$ cat config.mk
export PLATFORM = sky130hd
export DESIGN_NAME = sprite_line_scheduler_flat
export DESIGN_NICKNAME = d
export VERILOG_FILES = /design/src/rtl/sprite_line_scheduler_if.sv /design/src/rtl/sprite_line_scheduler.sv /design/src/flat_wrapper.sv
export SDC_FILE = /design/constraint.sdc
export NUM_CORES = 1
export LEC_CHECK = 0
export CAP_MARGIN = 20
export CORE_UTILIZATION = 54
export DETAILED_ROUTE_END_ITERATION = 16
export GPL_TIMING_DRIVEN = 0
export PLACE_DENSITY = 0.8
export SLEW_MARGIN = 10
export SYNTH_ARGS = -nofsm -noshare
export SYNTH_HDL_FRONTEND = slang
export SYNTH_SLANG_ARGS = --single-unit
export TNS_END_PERCENT = 100
$ cat constraint.sdc
create_clock -name clk -period 4.9 [get_ports clk]
set_input_delay 0.98 -clock clk [delete_from_list [all_inputs] [get_ports clk]]
set_output_delay 0.98 -clock clk [all_outputs]
set_load 0.02 [all_outputs]
$ cat src/rtl/sprite_line_scheduler_if.sv
// Signal bundle between the line scheduler and its surroundings: CPU table writes,
// VGA line control, and the sprite line-drawer command/finish handshake.
interface sprite_line_scheduler_if #(
  parameter int IW = 4
);
  logic          wr_en;
  logic [IW-1:0] wr_addr;
  logic [25:0]   wr_data;
  logic          line_start;
  logic [9:0]    line_num;
  logic          draw_finish;
  logic          draw_start;
  logic [4:0]    draw_row;
  logic [9:0]    draw_col;
  logic [4:0]    draw_img;
  logic          busy;
  logic          line_done;
  logic [3:0]    hit_count;
  logic          dropped;
  logic          overrun;

  modport master (
    output wr_en, wr_addr, wr_data, line_start, line_num, draw_finish,
    input  draw_start, draw_row, draw_col, draw_img, busy, line_done,
           hit_count, dropped, overrun
  );

  modport slave (
    input  wr_en, wr_addr, wr_data, line_start, line_num, draw_finish,
    output draw_start, draw_row, draw_col, draw_img, busy, line_done,
           hit_count, dropped, overrun
  );
endinterface

$ cat src/rtl/sprite_line_scheduler.sv
// Per-scanline sprite sequencer: scans the attribute table one entry per cycle and
// issues one draw command per covering sprite, waiting for the drawer between commands.
module sprite_line_scheduler #(
  parameter int NUM_SPRITES  = 16,
  parameter int MAX_PER_LINE = 8,
  parameter int SPRITE_H     = 32
) (
  input logic                     clk,
  input logic                     reset,
  sprite_line_scheduler_if.slave  bus
);
  localparam int            IW       = $clog2(NUM_SPRITES);
  localparam logic [IW-1:0] LAST_IDX = IW'(NUM_SPRITES - 1);
  localparam logic [3:0]    MAX_HITS = 4'(MAX_PER_LINE);
  localparam logic [9:0]    HEIGHT   = 10'(SPRITE_H);

  typedef enum logic [2:0] {S_IDLE, S_SCAN, S_ARM, S_WAIT, S_DONE} state_t;
  state_t state, state_nx;

  logic [NUM_SPRITES-1:0] en_q;
  logic [24:0]            attr_q [NUM_SPRITES];
  logic [IW-1:0]          idx;
  logic [9:0]             line_q;
  logic [3:0]             hit_cnt;
  logic                   drop_q, ovr_q;
  logic [4:0]             row_q, img_q;
  logic [9:0]             col_q;

  logic [24:0] entry;
  logic [9:0]  ent_y, diff;
  logic        hit, at_last, room, issue, advance, accept;

  // Only the enable bits need a reset; the rest of an entry is don't-care while disabled.
  always_ff @(posedge clk) begin
    if (reset) en_q <= '0;
    else if (bus.wr_en) en_q[bus.wr_addr] <= bus.wr_data[25];
  end

  always_ff @(posedge clk) begin
    if (bus.wr_en) attr_q[bus.wr_addr] <= bus.wr_data[24:0];
  end

  always_comb begin
    entry   = attr_q[idx];
    ent_y   = entry[19:10];
    diff    = line_q - ent_y;
    hit     = en_q[idx] && (line_q >= ent_y) && (diff < HEIGHT);
    at_last = (idx == LAST_IDX);
    room    = (hit_cnt < MAX_HITS);
    accept  = (state == S_IDLE) && bus.line_start;
  end

  always_ff @(posedge clk) begin
    if (reset) state <= S_IDLE;
    else       state <= state_nx;
  end

  // ARM ignores draw_finish: the drawer still shows idle on the cycle it receives draw_start.
  always_comb begin
    state_nx = state;
    issue    = 1'b0;
    advance  = 1'b0;
    case (state)
      S_IDLE: if (bus.line_start) state_nx = S_SCAN;
      S_SCAN: begin
        if (hit && room) begin
          issue    = 1'b1;
          state_nx = S_ARM;
        end else begin
          advance = 1'b1;
        end
      end
      S_ARM:  state_nx = S_WAIT;
      S_WAIT: if (bus.draw_finish) advance = 1'b1;
      S_DONE: state_nx = S_IDLE;
      default: state_nx = S_IDLE;
    endcase
    if (advance) state_nx = at_last ? S_DONE : S_SCAN;
  end

  always_ff @(posedge clk) begin
    if (reset) begin
      idx     <= '0;
      line_q  <= '0;
      hit_cnt <= '0;
      drop_q  <= 1'b0;
      ovr_q   <= 1'b0;
      row_q   <= '0;
      col_q   <= '0;
      img_q   <= '0;
    end else begin
      ovr_q <= bus.line_start && (state != S_IDLE);
      if (accept) begin
        line_q  <= bus.line_num;
        idx     <= '0;
        hit_cnt <= '0;
        drop_q  <= 1'b0;
      end
      if (issue) begin
        row_q   <= diff[4:0];
        col_q   <= entry[9:0];
        img_q   <= entry[24:20];
        hit_cnt <= hit_cnt + 4'd1;
      end
      if ((state == S_SCAN) && hit && !room) drop_q <= 1'b1;
      if (advance && !at_last) idx <= idx + 1'b1;
    end
  end

  always_comb begin
    bus.draw_start = (state == S_ARM);
    bus.busy       = (state != S_IDLE);
    bus.line_done  = (state == S_DONE);
    bus.draw_row   = row_q;
    bus.draw_col   = col_q;
    bus.draw_img   = img_q;
    bus.hit_count  = hit_cnt;
    bus.dropped    = drop_q;
    bus.overrun    = ovr_q;
  end
endmodule
$ cat src/flat_wrapper.sv
// flat-port wrapper written by rule: the top's interface ports become plain ports
module sprite_line_scheduler_flat 
#(
  parameter int NUM_SPRITES  = 16,
  parameter int MAX_PER_LINE = 8,
  parameter int SPRITE_H     = 32
)
  (clk, reset, bus_wr_en, bus_wr_addr, bus_wr_data, bus_line_start, bus_line_num, bus_draw_finish, bus_draw_start, bus_draw_row, bus_draw_col, bus_draw_img, bus_busy, bus_line_done, bus_hit_count, bus_dropped, bus_overrun);
  sprite_line_scheduler_if bus_i ();
  input logic clk;
  input logic reset;
  input wire logic [$bits(bus_i.wr_en)-1:0] bus_wr_en;
  input wire logic [$bits(bus_i.wr_addr)-1:0] bus_wr_addr;
  input wire logic [$bits(bus_i.wr_data)-1:0] bus_wr_data;
  input wire logic [$bits(bus_i.line_start)-1:0] bus_line_start;
  input wire logic [$bits(bus_i.line_num)-1:0] bus_line_num;
  input wire logic [$bits(bus_i.draw_finish)-1:0] bus_draw_finish;
  output wire logic [$bits(bus_i.draw_start)-1:0] bus_draw_start;
  output wire logic [$bits(bus_i.draw_row)-1:0] bus_draw_row;
  output wire logic [$bits(bus_i.draw_col)-1:0] bus_draw_col;
  output wire logic [$bits(bus_i.draw_img)-1:0] bus_draw_img;
  output wire logic [$bits(bus_i.busy)-1:0] bus_busy;
  output wire logic [$bits(bus_i.line_done)-1:0] bus_line_done;
  output wire logic [$bits(bus_i.hit_count)-1:0] bus_hit_count;
  output wire logic [$bits(bus_i.dropped)-1:0] bus_dropped;
  output wire logic [$bits(bus_i.overrun)-1:0] bus_overrun;
  assign bus_i.wr_en = bus_wr_en;
  assign bus_i.wr_addr = bus_wr_addr;
  assign bus_i.wr_data = bus_wr_data;
  assign bus_i.line_start = bus_line_start;
  assign bus_i.line_num = bus_line_num;
  assign bus_i.draw_finish = bus_draw_finish;
  assign bus_draw_start = bus_i.draw_start;
  assign bus_draw_row = bus_i.draw_row;
  assign bus_draw_col = bus_i.draw_col;
  assign bus_draw_img = bus_i.draw_img;
  assign bus_busy = bus_i.busy;
  assign bus_line_done = bus_i.line_done;
  assign bus_hit_count = bus_i.hit_count;
  assign bus_dropped = bus_i.dropped;
  assign bus_overrun = bus_i.overrun;
  sprite_line_scheduler #(.NUM_SPRITES(NUM_SPRITES), .MAX_PER_LINE(MAX_PER_LINE), .SPRITE_H(SPRITE_H)) u_core (.clk(clk), .reset(reset), .bus(bus_i));
endmodule
# Word level (Yosys, flattened, before mapping)
# Memories as Yosys holds them, arrays and structs flattened. A register that Yosys moved wholly into a read port is not among the register bits.
# Cells that the tools add are included.
[totals]
reg_bits = 59
latch_bits = 0
ramBits = 400
mem_bits_ro = 0
in_bits = 45
output_inout_bits = 29
wordCells = 69
mem_count = 1
[classes]
n_addsub = 3
multipliers = 0
div = 0
n_lt_le_gt_ge = 6
n_eq_ne = 8
shifts = 0
n_mux = 24
n_bitwise = 0
n_reduce_logical = 17
[mem_list]
columns = ["memory", "words", "word_bits", "rd", "rd_clocked_by_memory_dff", "write_ports", "line_no", "source"]
rows = [
  ["u_core.attr_q", 16, 25, 1, 1, 1, "sprite_line_scheduler.sv:21", "logic [24:0] attr_q [NUM_SPRITES];"],
]
[op_table]
columns = ["op", "n"]
rows = [
  ["4-bit two-way mux", 5],
  ["16-bit bitwise mux", 1],
  ["3-bit two-way mux", 4],
  ["3-bit case mux with 4 select lines", 1],
  ["10-bit >= comparator", 1],
  ["10-bit by 6-bit < comparator with 1-bit output (second input constant)", 1],
  ["4-bit by 5-bit < comparator with 1-bit output (second input constant)", 2],
  ["1-bit two-way mux", 10],
  ["10-bit subtractor", 1],
  ["1-bit logical AND", 9],
  ["4-bit by 1-bit adder with 4-bit output (second input constant)", 2],
  ["3-bit by 2-bit equality test with 1-bit output (second input constant)", 2],
  ["2-bit nonzero test", 3],
  ["1-bit binary-select mux with 4-bit select", 1],
  ["1-bit demux with 4-bit select", 1],
  ["4-bit equality test (second input constant)", 1],
  ["4-bit by 1-bit >= comparator with 1-bit output (second input constant)", 1],
  ["4-bit < comparator (second input constant)", 1],
  ["3-bit by 1-bit equality test with 1-bit output (second input constant)", 1],
  ["3-bit equality test (second input constant)", 1],
  ["3-bit zero test", 1],
  ["3-bit by 1-bit inequality test with 1-bit output (second input constant)", 1],
  ["3-bit by 2-bit inequality test with 1-bit output (second input constant)", 1],
  ["3-bit AND reduction", 1],
  ["4 further kinds", 5],
]

# Longest topological paths before layout
# Gate-level depths: netlist (run 1).
[logic_depth]
word_depth = 11
depth_mapped = 16
ltp_nobuf = 12

# Worst setup path before layout (run 1)
# No wires, ideal clock.
[synth_timing]
kind = "reg-to-reg"
start = "reg with a tool-made name"
end = "reg with a tool-made name"
setup_time_ns = 0.123
arrival_ns = 4.496
slack_ns = 0.280
path_stages_with_launch = 15
path_buffers = 2
synth_period_minus_slack_ns = 4.620
path_cell_list = "dfxtp_1 -> clkbuf_1 -> buf_1 -> mux4_2 -> mux4_2 -> ha_1 -> fa_1 -> nand2b_1 -> a21oi_1 -> nor2_1 -> a211oi_1 -> mux2i_1 -> o41ai_4 -> nor2b_2 -> mux2_1"

==> results of run 1 <==
cell usage in the layout, fill, tap and decap left out, types with 5 or more instances in the layout:
cell type and n:
a21oi_1 41, buf_1 14, buf_12 5, buf_16 11, buf_2 6, buf_6 6
clkbuf_1 28, clkbuf_16 46, clkbuf_8 8, clkdlybuf4s50_1 71, clkinv_1 6, dfxtp_1 61
edfxtp_1 400, ha_1 12, inv_1 18, mux2i_1 29, mux4_2 125, nand2_1 48
nand2b_1 13, nand3_1 6, nor2_1 37, nor2_4 13, nor3b_1 5, o21ai_0 18
area by class of cell:
cell class,instances,area (µm²)
Buffer,41,195
Tap cell,442,553
Inverter,18,67.6
Fill cell,2087,11300
Antenna cell,1,2.50
Sequential cell,463,13300
Clock buffer,69,1320
Multi-Input combinational cell,403,4670
Timing Repair Buffer,96,1210
Clock inverter,14,141
per-stage QoR:
step | setup WS (ps) | cell area [µm²] | hold slack (ps)
finish | 220 | 21400 | 470
global route | 17.2 | 21400 | 498
CTS | 53.0 | 21400 | 467
detailed placement | -774 | 19900 | 458
global placement | -599 | 19400 | 447
floorplan | 280 | 18100 | 436
flip-flops by register name, summed over array words and instances (netlist names), named ones only:
signal,flops
u_core.bus.draw_col,10
u_core.bus.hit_count,4
u_core.attr_q,400
u_core.bus.dropped,1
u_core.idx,4
u_core.bus.overrun,1
u_core.en_q,16
u_core.bus.draw_row,5
u_core.state,3
u_core.bus.draw_img,5
u_core.line_q,10
worst max-delay path, delay by kind of cell, from the launching register on:
family,cells,cell delay [ps]
muxes,4,1610
AOI/OAI and AO/OA,3,1100
adders and majority gates,2,650
DFF,1,500
and+or+nand+nor,3,440
buffers and inverters,1,250
worst min path at each step:
stage / startpoint / endpoint / slack (ps)
global placement: u_core.bus.draw_row[1] / u_core.bus.draw_row[1] / 450
global route: u_core.line_q[6] / u_core.line_q[6] / 500
detailed placement: u_core.line_q[7] / u_core.line_q[7] / 460
CTS: u_core.bus.draw_row[0] / u_core.bus.draw_row[0] / 470
finish: u_core.line_q[7] / u_core.line_q[7] / 470
floorplan: u_core.line_q[0] / u_core.line_q[0] / 440
synth_stat cells (3+ instances only):
master / count
a21oi_1: 41
nor2_1: 50
buf_1: 21
nor2b_1: 3
clkbuf_1: 18
nand2b_1: 13
mux4_2: 125
dfxtp_1: 63
edfxtp_1: 400
ha_1: 12
nor3b_1: 5
inv_1: 18
mux2i_1: 29
nand2_1: 48
and2_1: 4
xnor2_1: 4
nand3_1: 6
o21ai_0: 18
xor2_1: 4
power by group:
group | leakage (µW) | switching [µW] | internal (µW)
Combinational | 0.00193 | 365 | 320
Clock | 0.000708 | 1460 | 1970
Sequential | 0.00412 | 35.2 | 4360
Total | 0.00676 | 1860 | 6650
metal layers:
metal	share of wire	wire length, µm
met4	0.032	1410
met1	0.38	16700
met2	0.51	22500
met3	0.074	3230
met5	0	0
cells by family (layout without fill, tap and decap cells):
| family | count (synthesis) | count (layout) | synth area share |
|---|---|---|---|
| other | 0 | 1 | 0 |
| muxes | 158 | 158 | 0.176 |
| DFF | 463 | 463 | 0.734 |
| AOI/OAI and AO/OA | 79 | 79 | 0.0262 |
| xor gates and xnor gates | 8 | 8 | 0.00387 |
| buffers and inverters | 62 | 238 | 0.0138 |
| and+or+nand+nor | 145 | 145 | 0.0373 |
| adders and majority gates | 13 | 13 | 0.00940 |
repair_timing:
action	4_1_cts	5_1_grt
pin swaps	0	0
gates resized for setup	20	12
hold buffers	0	0
buffers inserted	0	3
setup endpoints to repair	36	11
==> results.yml, run 1 <==
min_path:
  min_path_cells: 2
  min_path_type: "reg -> reg"
synthesis:
  ys.flop_type: "edfxtp_1"
  syn_avg_cell_area_um2: 19.5
  synth.area.top_cells: "edfxtp_1, mux4_2, dfxtp_1"
  ys_seq_area_frac: 0.734
  synth_nets: 986
  async_reset_ff_frac: 0
  synth.distinct_cells: 50
  synth_cells: 928
  ys_ff_latch: 463
  synth-edff-count: 400
  ys_warn_count: 0
  synthesis.area_um2: 18100
  yosysTopAreaCell: "edfxtp_1"
  synth_top_area_share: 0.664
pwr:
  vdd_drop_max_mv: 0.377
  power_uw: 8510
  powerDensity_nw_per_um2: 397
  leakagePower_uw: 0.00676
layout:
  final_util: 0.654
  drive_gt1_frac: 0.226
  area.growth.synth_to_final_pct: 18.5
  finalNonFillerCells: 1547
  nets: 1126
floorplanning:
  die_width_um: 185
  start_util: 0.552
  pin_count: 74
  die_area_um2: 34200
  placementRows: 66
  coreArea_um2: 32800
  die_height_um: 185
global_routing:
  groute.usage.overall: 0.266
  grt_pass1_wl_um: 63800
  grt_pass1_vias: 9886
  grt_busiest_layer: "met2"
  antenna_found_initial: 1
  met3_usage: 0.0586
  grt_util_met2: 0.458
  overflow: 0
  grtUsageMet1: 0.334
  grt_max_degree: 23
setup_path:
  crit_path_frequent_cell: "mux4_2"
  path_cells: "buf_6, mux4_2, mux4_2, ha_1, fa_1, nand2b_1, a21oi_1, nor2_1, a211oi_1, mux2i_1, o41ai_4, nor2b_2, mux2_1"
  path_max_fanout: 10
  cp-start-kind: "flip-flop"
  r2r_cells: 13
  crit_type: "reg -> reg"
  required_ps: 5330
  max_stage_delay_ps: 660
  cpMaxStageDelayCell: "o41ai_4"
  reg2reg_slack_ps: 220
  critPathArrivalTime_ps: 5110
  critical_path.endpoint_type: "flip-flop"
clock_tree:
  root_buffer: "clkbuf_16"
  cts_sinks: 463
  clock_latency_ps: 550
  cts_tree: "done"
  clk_path_buf_depth: 3
  clk_pin_slew_ps: 60
  htree_levels: 2
  tritoncts.num_buffers: 45
run_status:
  run_status: "complete, no violations"
routing:
  viasPerCell: 6.21
  dr_total_vias: 9606
  drc: 0
  antenna_left: 0
  drt-initial-drc-count: 871
  dr.pass1.iters: 5
  drt-wirelength-per-cell_um: 28.3
  totalWireLength_um: 43800
sta:
  finalCritPeriodShare: 0.955
  worst_slew_pin_slew_ps: 1020
  setup_viol: 0
  max_slew_margin: 0.321
  rsz0062_at_grt: "false"
  final_hold_viol_count: 0
  max_freq_ghz: 0.214
  slew_viol_final: 0
  clock_skew_ps: 12.7
  setup_tns_ps: 0
  fin_crit_ps: 4680
place:
  place_inst: 1458
  io_buffers: 71
  place.gp.congestion: 0.847
  hpwl_um: 26400
flow_run:
  max_cap_viol_count: 0
(Power assumes the default switching activity.)
==> run 2, diff against run 1 <==
--- a/config.mk
+++ b/config.mk
@@ -6,10 +6,10 @@
 export NUM_CORES = 1
 export LEC_CHECK = 0
 export CAP_MARGIN = 20
-export CORE_UTILIZATION = 54
+export CORE_UTILIZATION = 25
 export DETAILED_ROUTE_END_ITERATION = 16
 export GPL_TIMING_DRIVEN = 0
-export PLACE_DENSITY = 0.8
+export PLACE_DENSITY = 0.46
 export SLEW_MARGIN = 10
 export SYNTH_ARGS = -nofsm -noshare
 export SYNTH_HDL_FRONTEND = slang
==> run 2 against run 1 <==
  * Core utilization shrank 34 points
  * Largest cell class unchanged
  * Register-to-register slack gained 80 ps
  * Critical path depth grew 1
  * Non-clock buffer count grew 1
  * Combinational power grew 0.7%
  * Worst setup slack gained 78 ps
  * Critical path type unchanged
  * Clock skew grew 9.7 ps
  * Sequential cell count is the same
  * Power grew 4.8%
  * Count of clock-buffer cells in the layout shrank 7
  * Fmax grew 1.7%
  * Worst hold slack lost 16 ps
  * Largest power group unchanged
==> results.yml, run 2 (synthesis gave the netlist of run 1 again) <==
routing:
  totalWireLength_um: 48200
  dr.pass1.iters: 4
  antenna_left: 0
  drt-wirelength-per-cell_um: 23.4
  drc: 0
  viasPerCell: 4.52
  dr_total_vias: 9322
  drt-initial-drc-count: 694
sta:
  final_hold_viol_count: 0
  max_freq_ghz: 0.217
  rsz0062_at_grt: "false"
  worst_slew_pin_slew_ps: 1080
  finalCritPeriodShare: 0.939
  max_slew_margin: 0.282
  setup_tns_ps: 0
  setup_viol: 0
  clock_skew_ps: 22.4
  fin_crit_ps: 4600
  slew_viol_final: 0
layout:
  drive_gt1_frac: 0.246
  largest_reg_flops: 400
  final_common_cell: "edfxtp_1"
  final_util: 0.311
  nets: 1132
  n_antenna_cell: 0
  regMostFlops: "u_core.attr_q"
  top_regs: "u_core.attr_q (400), u_core.en_q (16)"
  final_cell_mix: "edfxtp_1, mux4_2, clkdlybuf4s50_1, dfxtp_1, clkbuf_16"
  area.growth.synth_to_final_pct: 22.9
flow_run:
  max_cap_viol_count: 0
pwr:
  powerDensity_nw_per_um2: 401
  vdd_drop_max_mv: 0.224
  leakagePower_uw: 0.00687
min_path:
  min_from: "u_core.bus.draw_row[1]"
  worstHoldEndpoint: "u_core.bus.draw_row[1]"
  min_path_cells: 2
  min_path_type: "reg -> reg"
clock_tree:
  root_buffer: "clkbuf_16"
  cts_tree: "done"
  clock_latency_ps: 600
  htree_levels: 2
  clk_pin_slew_ps: 60
  clk_path_buf_depth: 3
  tritoncts.num_buffers: 50
  cts_sinks: 463
global_routing:
  grt_pass1_vias: 9733
  antenna_found_initial: 2
  grt_max_degree: 22
  groute.usage.overall: 0.132
  overflow: 0
  grt_pass1_wl_um: 69800
setup_path:
  critical_path.endpoint_type: "flip-flop"
  reg2reg_slack_ps: 300
  path_max_fanout: 10
  crit_type: "reg -> reg"
  r2r_end: "u_core.bus.hit_count[2]"
  r2r_cells: 14
  required_ps: 5360
  critPathArrivalTime_ps: 5060
  cp-start-kind: "flip-flop"
run_status:
  run_status: "complete, no violations"
floorplanning:
  start_util: 0.253
  die_height_um: 271
  die_width_um: 271
  die_area_um2: 73500
  placementRows: 98
  pin_count: 74
  coreArea_um2: 71600
place:
  io_buffers: 71
  place.gp.congestion: 0.741
  hpwl_um: 30300
run 2: changes by cell type in the layout (fill, tap and decap cells not counted), moves of 3 or more:
cell,change
clkbuf_16,+4
clkbuf_1,-12
buf_16,-8
buf_12,+8
clkinv_2,+10
bufinv_16,+3
buf_4,+3
run 2: how the worst max path moves through the flow:
stage / depth (start not counted) / end / from
CTS: 15 / u_core.bus.draw_col[4] / flip-flop
floorplan: 14 / flip-flop / flip-flop
global placement: 16 / u_core.bus.draw_col[8] / flip-flop
detailed placement: 16 / u_core.bus.draw_col[4] / flip-flop
finish: 14 / u_core.bus.hit_count[2] / flip-flop
global route: 14 / u_core.bus.draw_row[4] / flip-flop
run 2: metrics by stage:
| step | instances | area [µm²] | total power [µW] | hold slack (ps) | setup slack [ps] |
|---|---|---|---|---|---|
| after floorplan | 928 | 18100 | 4890 | 436 | 280 |
| final | 2063 | 22200 | 8920 | 453 | 298 |
| after detailed placement | 1970 | 20500 | 5180 | 447 | -1000 |
| after CTS | 2058 | 22200 | 9030 | 456 | 4.36 |
| after global placement | 1949 | 20000 | 5140 | 450 | -981 |
| after global routing | 2063 | 22200 | 9240 | 461 | 8.05 |
run 2: repair_timing:
action	CTS	global route
endpoints found under the hold margin	0	0
setup buffers	0	5
gates cloned	0	0
hold buffers	0	0
pin swaps	0	1
setup endpoints to repair	36	23
resized for setup	22	10
run 2: final cells by class:
| class | count | area (µm²) |
|---|---|---|
| multi-input cells | 403 | 4670 |
| inverters | 18 | 67.6 |
| clock buffers | 62 | 1370 |
| flip-flops and latches | 463 | 13300 |
| well taps | 950 | 1190 |
| repair buffers | 97 | 1160 |
| fillers | 7002 | 49400 |
| clock inverters | 29 | 303 |
| plain buffers | 41 | 203 |
run 2: worst max-delay path, stage by stage, from the launching register on:
cell and delay (ps):
dfxtp_2 480, buf_2 380, mux4_2 360, mux4_2 530, ha_1 240, fa_1 430, nand2b_1 190, a21oi_1 240
nor2_1 90, a211oi_1 210, mux2i_1 200, or4_1 580, buf_2 270, o21ai_1 190, o41ai_2 80
run 2: power by group:
part | switching (µW) | total, µW | internal (µW)
Combinational | 368 | 690 | 321
Clock | 1590 | 3840 | 2250
Sequential | 29.8 | 4390 | 4360
Total | 1990 | 8920 | 6930
run 2: layer usage:
layer	vias up	GRT usage	wire length, µm
li1	4055	-	-
met1	4983	0.178	21800
met2	222	0.222	23600
met3	60	0.0216	2070
met4	2	0.0314	744
met5	-	0	13
